[src/rtl/can_pkg.sv]
// Shared CAN framemaker definitions.
// Provides the error/overload frame state encoding, the frame kind and the
// default flag/delimiter lengths used by error_overload_frame.
package can_pkg;

    typedef enum logic [1:0] {
        EOF_IDLE,
        EOF_FLAG,
        EOF_SUPERPOS,
        EOF_DELIM
    } eofState_t;

    typedef enum logic {
        KIND_ERROR,
        KIND_OVERLOAD
    } frameKind_t;

    localparam int unsigned CAN_FLAG_LEN  = 6;
    localparam int unsigned CAN_DELIM_LEN = 8;

endpackage

[src/rtl/error_overload_frame_bit_counter.sv]
// bit_counter: saturating up-counter with clear, load and count enable.
// Ports:
//   clock, resetN  - clock, asynchronous active-low reset
//   clear          - synchronous clear to zero (highest priority)
//   load/loadValue - synchronous load
//   enable         - count up by one, holding at MAX_VALUE
//   count          - current value, $clog2(MAX_VALUE+1) bits
module bit_counter #(
    parameter int unsigned MAX_VALUE = 7,
    parameter int unsigned WIDTH     = $clog2(MAX_VALUE + 1)
) (
    input  logic             clock,
    input  logic             resetN,
    input  logic             clear,
    input  logic             load,
    input  logic [WIDTH-1:0] loadValue,
    input  logic             enable,
    output logic [WIDTH-1:0] count
);

    localparam logic [WIDTH-1:0] TOP = WIDTH'(MAX_VALUE);

    always_ff @(posedge clock or negedge resetN) begin
        if (!resetN) begin
            count <= '0;
        end else if (clear) begin
            count <= '0;
        end else if (load) begin
            count <= loadValue;
        end else if (enable && (count != TOP)) begin
            count <= count + 1'b1;
        end
    end

endmodule

[src/rtl/error_overload_frame.sv]
// error_overload_frame: CAN error/overload frame engine.
// Sends the own error/overload flag, tolerates superposed flags, counts the
// recessive delimiter and limits consecutive overload frames.
// Ports:
//   clock, resetN            - clock, asynchronous active-low reset
//   samplePoint              - one-cycle strobe per bit time
//   canRX                    - sampled bus level (0 = dominant)
//   isOverload, isError      - frame requests, sampled on samplePoint
//   errorPassive             - send a recessive (passive) error flag
//   frameStart               - SOF seen, clears the overload counter
//   canTXFlag                - transmit drive, 0 while an active flag is sent
//   busy                     - frame in progress
//   endOverload, endError    - one-cycle completion pulses
//   formError, bitError      - one-cycle error pulses
//   overloadLimit            - one-cycle pulse when an overload is refused
module error_overload_frame
    import can_pkg::*;
#(
    parameter int unsigned FLAG_LEN      = CAN_FLAG_LEN,
    parameter int unsigned DELIM_LEN     = CAN_DELIM_LEN,
    parameter int unsigned MAX_SUPERPOS  = 6,
    parameter int unsigned MAX_OVERLOADS = 2
) (
    input  logic clock,
    input  logic resetN,
    input  logic samplePoint,
    input  logic canRX,
    input  logic isOverload,
    input  logic isError,
    input  logic errorPassive,
    input  logic frameStart,
    output logic canTXFlag,
    output logic busy,
    output logic endOverload,
    output logic endError,
    output logic formError,
    output logic bitError,
    output logic overloadLimit
);

    localparam int unsigned CNT_MAX = (FLAG_LEN > DELIM_LEN) ? FLAG_LEN : DELIM_LEN;
    localparam int unsigned CNT_W   = $clog2(CNT_MAX + 1);
    localparam int unsigned DCNT_W  = $clog2(MAX_SUPERPOS + 2);
    localparam int unsigned OCNT_W  = $clog2(MAX_OVERLOADS + 1);

    // The accepting strobe is flag bit 0, so the FLAG state itself sees
    // FLAG_LEN-1 more strobes and leaves on the one where cnt = FLAG_LEN-2.
    localparam logic [CNT_W-1:0]  FLAG_LAST  = CNT_W'((FLAG_LEN > 1) ? FLAG_LEN - 2 : 0);
    localparam logic [CNT_W-1:0]  DELIM_LAST = CNT_W'(DELIM_LEN - 1);
    localparam logic [DCNT_W-1:0] DCNT_LAST  = DCNT_W'(MAX_SUPERPOS);
    localparam logic [OCNT_W-1:0] OCNT_LIMIT = OCNT_W'(MAX_OVERLOADS);

    eofState_t  state, stateNext;
    frameKind_t kind, kindNext;

    logic [CNT_W-1:0]  cnt;
    logic [DCNT_W-1:0] dcnt;
    logic [OCNT_W-1:0] ocnt;

    logic cntClear, cntLoad, cntInc;
    logic dcntClear, dcntInc;
    logic ocntInc;
    logic endOvlNext, endErrNext, formErrNext, bitErrNext, limitNext;

    bit_counter #(.MAX_VALUE(CNT_MAX)) cntInst (
        .clock(clock), .resetN(resetN), .clear(cntClear), .load(cntLoad),
        .loadValue(CNT_W'(1)), .enable(cntInc), .count(cnt)
    );

    bit_counter #(.MAX_VALUE(MAX_SUPERPOS + 1)) dcntInst (
        .clock(clock), .resetN(resetN), .clear(dcntClear), .load(1'b0),
        .loadValue('0), .enable(dcntInc), .count(dcnt)
    );

    bit_counter #(.MAX_VALUE(MAX_OVERLOADS)) ocntInst (
        .clock(clock), .resetN(resetN), .clear(frameStart), .load(1'b0),
        .loadValue('0), .enable(ocntInc), .count(ocnt)
    );

    always_comb begin
        stateNext   = state;
        kindNext    = kind;
        cntClear    = 1'b0;
        cntLoad     = 1'b0;
        cntInc      = 1'b0;
        dcntClear   = 1'b0;
        dcntInc     = 1'b0;
        ocntInc     = 1'b0;
        endOvlNext  = 1'b0;
        endErrNext  = 1'b0;
        formErrNext = 1'b0;
        bitErrNext  = 1'b0;
        limitNext   = 1'b0;

        if (samplePoint) begin
            if (isError) begin
                // Error request wins in every state, including IDLE.
                stateNext = EOF_FLAG;
                kindNext  = KIND_ERROR;
                cntClear  = 1'b1;
            end else begin
                unique case (state)
                    EOF_IDLE: begin
                        if (isOverload) begin
                            if (ocnt < OCNT_LIMIT) begin
                                stateNext = EOF_FLAG;
                                kindNext  = KIND_OVERLOAD;
                                cntClear  = 1'b1;
                                ocntInc   = 1'b1;
                            end else begin
                                limitNext = 1'b1;
                            end
                        end
                    end
                    EOF_FLAG: begin
                        // canTXFlag=0 means this bit was driven dominant by us.
                        if (!canTXFlag && canRX) begin
                            bitErrNext = 1'b1;
                            kindNext   = KIND_ERROR;
                            cntClear   = 1'b1;
                        end else if (cnt == FLAG_LAST) begin
                            stateNext = EOF_SUPERPOS;
                            dcntClear = 1'b1;
                        end else begin
                            cntInc = 1'b1;
                        end
                    end
                    EOF_SUPERPOS: begin
                        if (canRX) begin
                            stateNext = EOF_DELIM;
                            cntLoad   = 1'b1;
                        end else if (dcnt == DCNT_LAST) begin
                            formErrNext = 1'b1;
                            dcntClear   = 1'b1;
                        end else begin
                            dcntInc = 1'b1;
                        end
                    end
                    EOF_DELIM: begin
                        if (canRX) begin
                            if (cnt == DELIM_LAST) begin
                                stateNext  = EOF_IDLE;
                                endOvlNext = (kind == KIND_OVERLOAD);
                                endErrNext = (kind == KIND_ERROR);
                            end else begin
                                cntInc = 1'b1;
                            end
                        end else begin
                            stateNext = EOF_FLAG;
                            cntClear  = 1'b1;
                            if (cnt == DELIM_LAST && ocnt < OCNT_LIMIT) begin
                                kindNext = KIND_OVERLOAD;
                                ocntInc  = 1'b1;
                            end else begin
                                kindNext    = KIND_ERROR;
                                limitNext   = (cnt == DELIM_LAST);
                                formErrNext = (cnt != DELIM_LAST);
                            end
                        end
                    end
                    default: stateNext = EOF_IDLE;
                endcase
            end
        end
    end

    always_ff @(posedge clock or negedge resetN) begin
        if (!resetN) begin
            state         <= EOF_IDLE;
            kind          <= KIND_ERROR;
            canTXFlag     <= 1'b1;
            busy          <= 1'b0;
            endOverload   <= 1'b0;
            endError      <= 1'b0;
            formError     <= 1'b0;
            bitError      <= 1'b0;
            overloadLimit <= 1'b0;
        end else begin
            state         <= stateNext;
            kind          <= kindNext;
            endOverload   <= endOvlNext;
            endError      <= endErrNext;
            formError     <= formErrNext;
            bitError      <= bitErrNext;
            overloadLimit <= limitNext;
            if (samplePoint) begin
                canTXFlag <= !((stateNext == EOF_FLAG) &&
                               ((kindNext == KIND_OVERLOAD) || !errorPassive));
                busy      <= (stateNext != EOF_IDLE);
            end
        end
    end

endmodule

[config.mk]
export PLATFORM = sky130hd
export DESIGN_NAME = error_overload_frame
export DESIGN_NICKNAME = d
export VERILOG_FILES = /design/src/rtl/can_pkg.sv /design/src/rtl/error_overload_frame_bit_counter.sv /design/src/rtl/error_overload_frame.sv
export SDC_FILE = /design/constraint.sdc
export NUM_CORES = 1
export LEC_CHECK = 0
export ABC_AREA = 1
export CAP_MARGIN = 20
export CORE_MARGIN = 2
export CORE_UTILIZATION = 59
export CTS_BUF_LIST = sky130_fd_sc_hd__clkbuf_16
export CTS_CLUSTER_SIZE = 24
export DETAILED_ROUTE_END_ITERATION = 6
export PLACE_DENSITY_LB_ADDON = 0.08
export SLEW_MARGIN = 5
export SYNTH_ARGS = -nofsm -noshare
export SYNTH_HDL_FRONTEND = slang
export SYNTH_SLANG_ARGS = --single-unit
export TNS_END_PERCENT = 20
[constraint.sdc]
create_clock -name clock -period 3.2 [get_ports clock]
set_clock_uncertainty 0.2 [all_clocks]
set_input_delay 0.64 -clock clock [delete_from_list [all_inputs] [get_ports clock]]
set_output_delay 0.64 -clock clock [all_outputs]
set_load 0.005 [all_outputs]
### Word level (Yosys, flattened, before mapping)

Index checks and enable logic that the tools add are counted.

* logic and storage cells: 127
* register bits: 19

* eq/ne operators: 11
* $add $sub $neg: 3
* mux-type cells: 84
* magnitude comparators: 1
* bitwise operators: 1
* reduce and logical (&&, ||, !) cells: 15

Operators with widths (count)
* $mux 1: 60
* $mux 2: 11
* $mux 4: 3
* $pmux 1 s2: 5
* $eq 4x3->1 const B: 2
* $pmux 2 s4: 1
* $logic_and 1x1->1: 6
* $mux 3: 2
* $pmux 1 s3: 2
* $reduce_bool 2->1: 3
* $add 4x1->4 const B: 1
* $eq 2x1->1 const B: 2
* $eq 2x2->1 const B: 2
* $ne 4x3->1 const B: 1
* $ne 4x4->1 const B: 1
* $add 3x1->3 const B: 1
* $eq 3x3->1 const B: 1
* $logic_not 1->1: 3
* $ne 3x3->1 const B: 1
* $reduce_bool 3->1: 1
* $add 2x1->2 const B: 1
* $logic_not 2->1: 1
* $lt 2x2->1 const B: 1
* $ne 2x2->1 const B: 1
* other kinds (2): 2

### Longest topological paths before layout

Gate-level depths: netlist of the first run.

* word-level depth: 10
* mapped depth: 13
* depth with buffers taken out: 13

### Cells and area by module

Synthesis of the first run repeated with hierarchy kept, for this count alone.

* cell total of the unflattened synthesis: 206
* area, all modules: 1447.6 µm²

Modules (own cells, without submodules)
* error_overload_frame: times used 1, seq. area each 251.5 µm², cells an instance 119, area an instance 799.5 µm²
* bit_counter (cntInst): times used 1, seq. area each 100.1 µm², cells an instance 40, area an instance 307.8 µm²
* bit_counter (dcntInst): times used 1, seq. area each 75.1 µm², cells an instance 28, area an instance 207.7 µm²
* bit_counter (ocntInst): times used 1, seq. area each 50.0 µm², cells an instance 19, area an instance 132.6 µm²

### Least setup slack after synthesis of the first run

No wires, ideal clock.

* path kind: input to register
* start: in isError
* end: reg dcntInst.count[2]
* stages on the path: 7
* path buffers: 0
* data arrival time: 1.401 ns
* slack: 1.485 ns
* setup time: 0.113 ns
* cell sequence: inv_1 > nand2_4 > nor2_4 > nand4_4 > mux2_4 > nand2_1 > inv_1

* word-level cells in the longest chain between the ends: 4

Ends and longest elaborated chain
* start, declared: RTL line error_overload_frame.sv:29 `input logic isError,`
* $mux 1: RTL line error_overload_frame.sv:96 `if (isError) begin`
* $mux 1: RTL line error_overload_frame.sv:95 `if (samplePoint) begin`
* $logic_and 1x1->1: RTL line error_overload_frame_bit_counter.sv:30 `end else if (enable && (count != TOP)) begin`
* $reduce_bool 2->1 (no source line)
* end signal, assigned: RTL line error_overload_frame_bit_counter.sv:29 `count <= loadValue;`
* end signal, assigned: RTL line error_overload_frame_bit_counter.sv:31 `count <= count + 1'b1;`
* end, declared: RTL line error_overload_frame_bit_counter.sv:18 `output logic [WIDTH-1:0] count`

Parallel ways exist; a longest one is shown, timed or not.
A chain may end at the register's enable or synchronous reset.

### Worst setup path in the final report of the first run

* start: in canRX
* end: reg canTXFlag

* word-level cells in the longest chain between the ends: 8

Ends and longest elaborated chain
* start, declared: RTL line error_overload_frame.sv:27 `input logic canRX,`
* $logic_and 1x1->1: RTL line error_overload_frame.sv:117 `if (!canTXFlag && canRX) begin`
* $mux 2 or $mux 1 (tied branches): RTL line error_overload_frame.sv:117
* $pmux 2 s4 or $pmux 1 s3 (tied branches): RTL line error_overload_frame.sv:102 `unique case (state)`
* $mux 2 or $mux 1 (tied branches): RTL line error_overload_frame.sv:96
* $mux 2 or $mux 1 (tied branches): RTL line error_overload_frame.sv:95
* $eq 2x1->1 or $logic_or 1x1->1 (tied branches): RTL line error_overload_frame.sv:187, error_overload_frame.sv:188
* $logic_and 1x1->1 *: RTL line error_overload_frame.sv:187 `canTXFlag <= !((stateNext == EOF_FLAG) &&`
* $logic_not 1->1 *: RTL line error_overload_frame.sv:187
* end signal, assigned: RTL line error_overload_frame.sv:187
* end, declared: RTL line error_overload_frame.sv:32 `output logic canTXFlag,`

Every way passes the cells marked *; elsewhere a longest branch is shown, timed or not.

==> impl_metrics.yaml, run 1 <==
setup_path:
  critPathCaptureType: "register"
  cp.required_ns: 3.19
  reg2reg_slack_ns: 1.23
  critPathKind: "input pin to register"
  worstPathArrival_ns: 2.10
  critPathLaunchType: "input pin"
  crit_fanout: 7
yosys:
  synthAdderAreaFrac: 0.101
  synthCells: 161
  synthTopCellsByArea: "dfrtp_1 36%, nand2_1 14%, ha_1 10%"
  ys_ff_latch: 19
  synthXorXnorAreaFrac: 0.0281
  ys.warnings.count: 0
  netlist_area_um2: 1240
  synthDistinctLibCells: 27
  muxShareOfSynthArea: 0.0121
  mappedNetlistNets: 179
  synth_top_family_by_area: "simple AND/OR/NAND/NOR gates"
  synth_top_area_share: 0.362
  yosys.area_share.simple: 0.317
  yosysTopAreaCell: "dfrtp_1"
  synth_compound_area_frac: 0.0643
  syn_area_per_cell_um2: 7.73
  seq_area_frac_synth: 0.383
placement:
  dpl.hpwl_um: 2080
  portBuffers: 14
  gp_congestion: 0.893
  dpl_cell_area_um2: 1420
die:
  die_w_um: 49.9
  num_rows: 16
  start_util: 0.628
  die-area_um2: 2490
  die_h_um: 49.9
  io_pins: 15
  core-area_um2: 1980
pwr:
  p_per_area_nw_per_um2: 529
  p_sw_frac: 0.331
  p_comb_frac: 0.318
  power_frac_clock: 0.316
  seq_power_share: 0.365
  leakagePower_nw: 0.768
  intPower_mw: 0.530
  ir_drop_mv: 0.601
  p_sw_mw: 0.262
  total_power_mw: 0.793
job:
  maxCapViolations: 0
layout:
  fillers: 152
  final_common_cell: "nand2_1"
  diodes: 0
  final_core_util: 0.756
  final_cell_mix: "48 x nand2_1, 27 x inv_1, 18 x dfrtp_1, 15 x nand3_1, 14 x clkdlybuf4s50_1"
  nNetsFinal: 198
  drive_gt1_frac: 0.0726
  final_area_um2: 1500
  area_growth_pct: 20.3
route:
  postRouteAntennaNets: 0
  dr.pass1.iters: 4
  routed_via_density: 5.30
  vias: 1092
  drt_first_iter_violations: 28
  wl_per_cell_um: 13.1
  wl_um: 2690
  drcViolationCount: 0
timing:
  slew_headroom: 0.430
  max_freq_mhz: 472
  fin_setup_tns_ns: 0
  worst_slew_pin_slew_ns: 0.852
  slew_violations: 0
  rsz0062_at_grt: "no"
  fin_crit_sh: 0.662
  finalCriticalPeriod_ns: 2.12
  finalHoldViolCount: 0
  finalSetupViolCount: 0
global_route:
  grt_first_pass_wirelength_um: 4680
  grt_use_total: 0.249
  grt_pass1_vias: 1114
  antenna_found_initial: 0
  overflow: 0
  grt_max_degree: 20
clock_tree:
  post_cts_buffers: 0
  cts.sinks: 19
  clk_latency_ns: 0.25
  clk_pin_slew_worst_paths_ns: 0.05
  clock_path_buffers: 2
  ctsResizeCount: 0
  cts_tree: "yes"
  cts_buffers: 3
  hold_buffers: 0
  h-tree-depth: 1
  clockRootBuffer: "clkbuf_16"
status:
  status: "finished clean"
worst_hold_path:
  hold_path_class: "register to register"
power by group through the flow:
stage,Combinational [mW],Sequential [mW],Clock [mW]
6_report,0.252,0.290,0.251
5_1_grt,0.288,0.292,0.267
4_1_cts,0.252,0.289,0.256
3_5_place_dp,0.249,0.293,0
3_3_place_gp,0.240,0.290,0
2_1_floorplan,0.170,0.289,0
cells in the mapped netlist:
| cell type | n |
|---|---|
| nand2_1 | 48 |
| inv_1 | 26 |
| dfrtp_1 | 18 |
| nand3_1 | 15 |
| ha_1 | 10 |
| a21oi_1 | 5 |
| nor2_1 | 5 |
| nor3_1 | 5 |
| o21ai_0 | 4 |
| xor2_1 | 4 |
| clkinv_1 | 2 |
| inv_2 | 2 |
| nand3b_1 | 2 |
| nor4_1 | 2 |
| a211oi_1 | 1 |
| a22oi_1 | 1 |
| a31oi_1 | 1 |
| dfstp_2 | 1 |
| inv_4 | 1 |
| mux2_4 | 1 |
| nand2_2 | 1 |
| nand2_4 | 1 |
| nand3_4 | 1 |
| nand4_4 | 1 |
| nor2_4 | 1 |
| o21bai_1 | 1 |
| o22ai_1 | 1 |
cell type report:
class / instances / area (um2) / area share
flip-flops and latches: 19 / 477 / 0.318
clock buffers: 3 / 75.1 / 0.0501
repair buffers: 14 / 140 / 0.0936
well taps: 27 / 33.8 / 0.0226
clock inverters: 1 / 3.75 / 0.00251
multi-input cells: 111 / 649 / 0.434
inverters: 31 / 119 / 0.0794
worst max-delay path, cell delays in order:
cell	delay [ns]
clkdlybuf4s50_1	0.62
nand3_1	0.20
nand2_1	0.11
inv_1	0.05
nand3_1	0.06
nand2_1	0.05
nand2_1	0.06
nand2_1	0.09
nand2_1	0.07
nand3_1	0.07
nand2_1	0.06
inv_1	0.04
metal layers:
metal | routed length, um | share of wire | track usage | vias to the layer above
li1 | - | - | - | 550
met1 | 1120 | 0.42 | 0.303 | 501
met2 | 1400 | 0.52 | 0.424 | 39
met3 | 149 | 0.055 | 0.0636 | 2
met4 | 19 | 0.0071 | 0.0880 | 0
met5 | 0 | 0 | 0 | -
kinds of logic (layout without fill, tap and decap cells):
kind of cell / after synthesis / count (layout)
and+or+nand+nor: 82 / 82
adders and majority gates: 10 / 10
xor gates and xnor gates: 4 / 4
muxes: 1 / 1
buffers and inverters: 31 / 49
AOI/OAI and AO/OA: 14 / 14
DFF: 19 / 19
path summary, 6_finish.rpt:
check | end | depth (start not counted) | start
setup / recovery | canTXFlag | 12 | canRX
hold reg to reg | busy | 2 | busy
hold / removal | busy | 2 | busy
min in group asynchronous | dcntInst.count[2] | 1 | resetN
max in group asynchronous | dcntInst.count[1] | 1 | resetN
setup reg to reg | dcntInst.count[1] | 9 | state[0]
state kept, by name (all words and copies together) (netlist names):
register	flops
bitError	1
ocntInst.count	2
endOverload	1
dcntInst.count	3
busy	1
state	2
cntInst.count	4
canTXFlag	1
kind	1
formError	1
overloadLimit	1
endError	1
per-stage QoR:
step	hold slack, ns	setup WS, ns	std cells
2_1_floorplan	0.144	1.49	161
3_3_place_gp	0.273	0.880	202
3_5_place_dp	0.297	0.873	202
4_1_cts	0.307	1.09	206
5_1_grt	0.349	0.943	206
6_report	0.298	1.08	206
Power figures use the tool's default switching activity.
==> run 2: changes to the inputs <==
Settings changed: CORE_UTILIZATION 59 to 54.
Clock period 3.2 ns to 2.2 ns, I/O delays scaled along.
==> run 2 against run 1 <==
Register-to-register slack got worse by 0.92 ns. Hold slack improved by 0.0037 ns. Clock power grew 47%. Critical endpoint is now busy. Largest cell class unchanged.
==> impl_metrics.yaml, run 2 (synthesis results as in run 1) <==
global_route:
  grt_pass1_vias: 1129
  grt_max_degree: 20
  grt_use_total: 0.231
  grt_first_pass_wirelength_um: 4640
  antenna_found_initial: 0
  overflow: 0
layout:
  final_cells: 208
  area_growth_pct: 21.2
  final_common_cell: "nand2_1"
  nNetsFinal: 199
  fillers: 182
  diodes: 0
  final_cell_mix: "48 x nand2_1, 27 x inv_1, 18 x dfrtp_1, 15 x nand3_1, 14 x clkdlybuf4s50_1"
  largestRegisters: "cntInst.count x4, dcntInst.count x3"
  drive_gt1_frac: 0.0833
  regMostFlops: "cntInst.count"
  largest_register_ffs: 4
timing:
  fin_setup_tns_ns: 0
  slew_headroom: 0.808
  finalSetupViolCount: 0
  finalHoldViolCount: 0
  timing.final.ws_setup_ns: 0.274
  worst_slew_pin_slew_ns: 0.287
  rsz0062_at_grt: "no"
  holdWs_ns: 0.302
  fin_crit_sh: 0.876
  max_freq_mhz: 519
  finalCriticalPeriod_ns: 1.93
  slew_violations: 0
setup_path:
  critPathLaunchType: "input pin"
  startpoint: "samplePoint"
  worstReg2RegStart: "state[0]"
  worstPathArrival_ns: 1.86
  reg2regPathDepth: 9
  path_cells: "clkdlybuf4s50_1, nand2_4, inv_4, nand2_1, a21oi_1, nand3_1, o21ai_0, inv_1"
  cp.required_ns: 2.14
  max_stage_delay_ns: 0.63
  reg2reg_slack_ns: 0.31
  cp.depth: 8
  critPathBufInv: 3
  critical_path.top_delay_family: "buffers and inverters"
  rr_endpoint: "dcntInst.count[1]"
  cp_slowest_cell: "clkdlybuf4s50_1"
  critPathCaptureType: "register"
  critPathKind: "input pin to register"
  critPathCapture: "busy"
  crit_fanout: 8
placement:
  gp_congestion: 0.917
  dpl.hpwl_um: 1980
  place_inst: 204
  portBuffers: 14
  place_ws_ns: 0.0576
clock_tree:
  cts_buffers: 3
  clk_latency_ns: 0.25
  ctsResizeCount: 0
  clk_pin_slew_worst_paths_ns: 0.05
  hold_buffers: 0
  cts_tree: "yes"
  h-tree-depth: 1
  post_cts_buffers: 0
  cts.sinks: 19
  clockRootBuffer: "clkbuf_16"
  clock_path_buffers: 2
pwr:
  leakagePower_nw: 0.770
  ir_drop_mv: 0.581
  total_power_mw: 1.15
  p_per_area_nw_per_um2: 765
job:
  maxCapViolations: 0
die:
  die-area_um2: 2710
  num_rows: 17
  core-area_um2: 2190
  start_util: 0.568
  io_pins: 15
  die_h_um: 52.0
  die_w_um: 52.0
route:
  drcViolationCount: 0
  wl_um: 2610
  wl_per_cell_um: 12.5
  vias: 1095
  dr.pass1.iters: 4
  postRouteAntennaNets: 0
  routed_via_density: 5.26
  drt_first_iter_violations: 37
worst_hold_path:
  min-delay-start: "busy"
  hold_path_class: "register to register"
status:
  status: "finished clean"
[run 2: worst min-delay path by stage]
stage	to	slack (ns)	cells past startpoint
2_1_floorplan	bitError	-0.06	0
3_3_place_gp	busy	0.28	2
3_5_place_dp	busy	0.30	2
4_1_cts	busy	0.32	2
5_1_grt	busy	0.35	2
6_report	busy	0.30	2
[run 2: through the flow]
stage,utilization,cell area [um2]
floorplan,-,1240
global placement,0.652,1430
detailed placement,0.652,1430
CTS,0.688,1510
global route,0.689,1510
finish,0.689,1510
[run 2: cell type report]
cell class                 instances  area, um2  share of cell area
clock inverter                     1       3.75             0.00249
inverter                          31        119              0.0788
multi-input combinational        111        652               0.432
tap                               28       35.0              0.0232
sequential                        19        477               0.316
timing repair buffer              15        148              0.0978
clock buffer                       3       75.1              0.0498
[run 2: worst register-to-register path, cell delays in order (launching register included)]
cell     delay, ns
dfrtp_1       0.41
inv_1         0.15
ha_2          0.27
inv_1         0.10
nor3_1        0.17
inv_1         0.08
o21ai_0       0.11
nand3_1       0.15
nand2_1       0.10
inv_1         0.04
[run 2: report_power, final]
part,leakage (nW),internal (mW),switching [mW],total (mW)
registers,0.252,0.389,0.0302,0.419
logic,0.476,0.140,0.225,0.365
clock network,0.0423,0.242,0.127,0.369
total,0.770,0.771,0.382,1.15
[run 2: per-layer routing]
metal	vias up	part of all wire	GRT usage
met3	5	0.059	0.0402
met1	501	0.44	0.279
li1	551	-	-
met4	0	0.015	0.0921
met5	-	0	0
met2	38	0.49	0.401
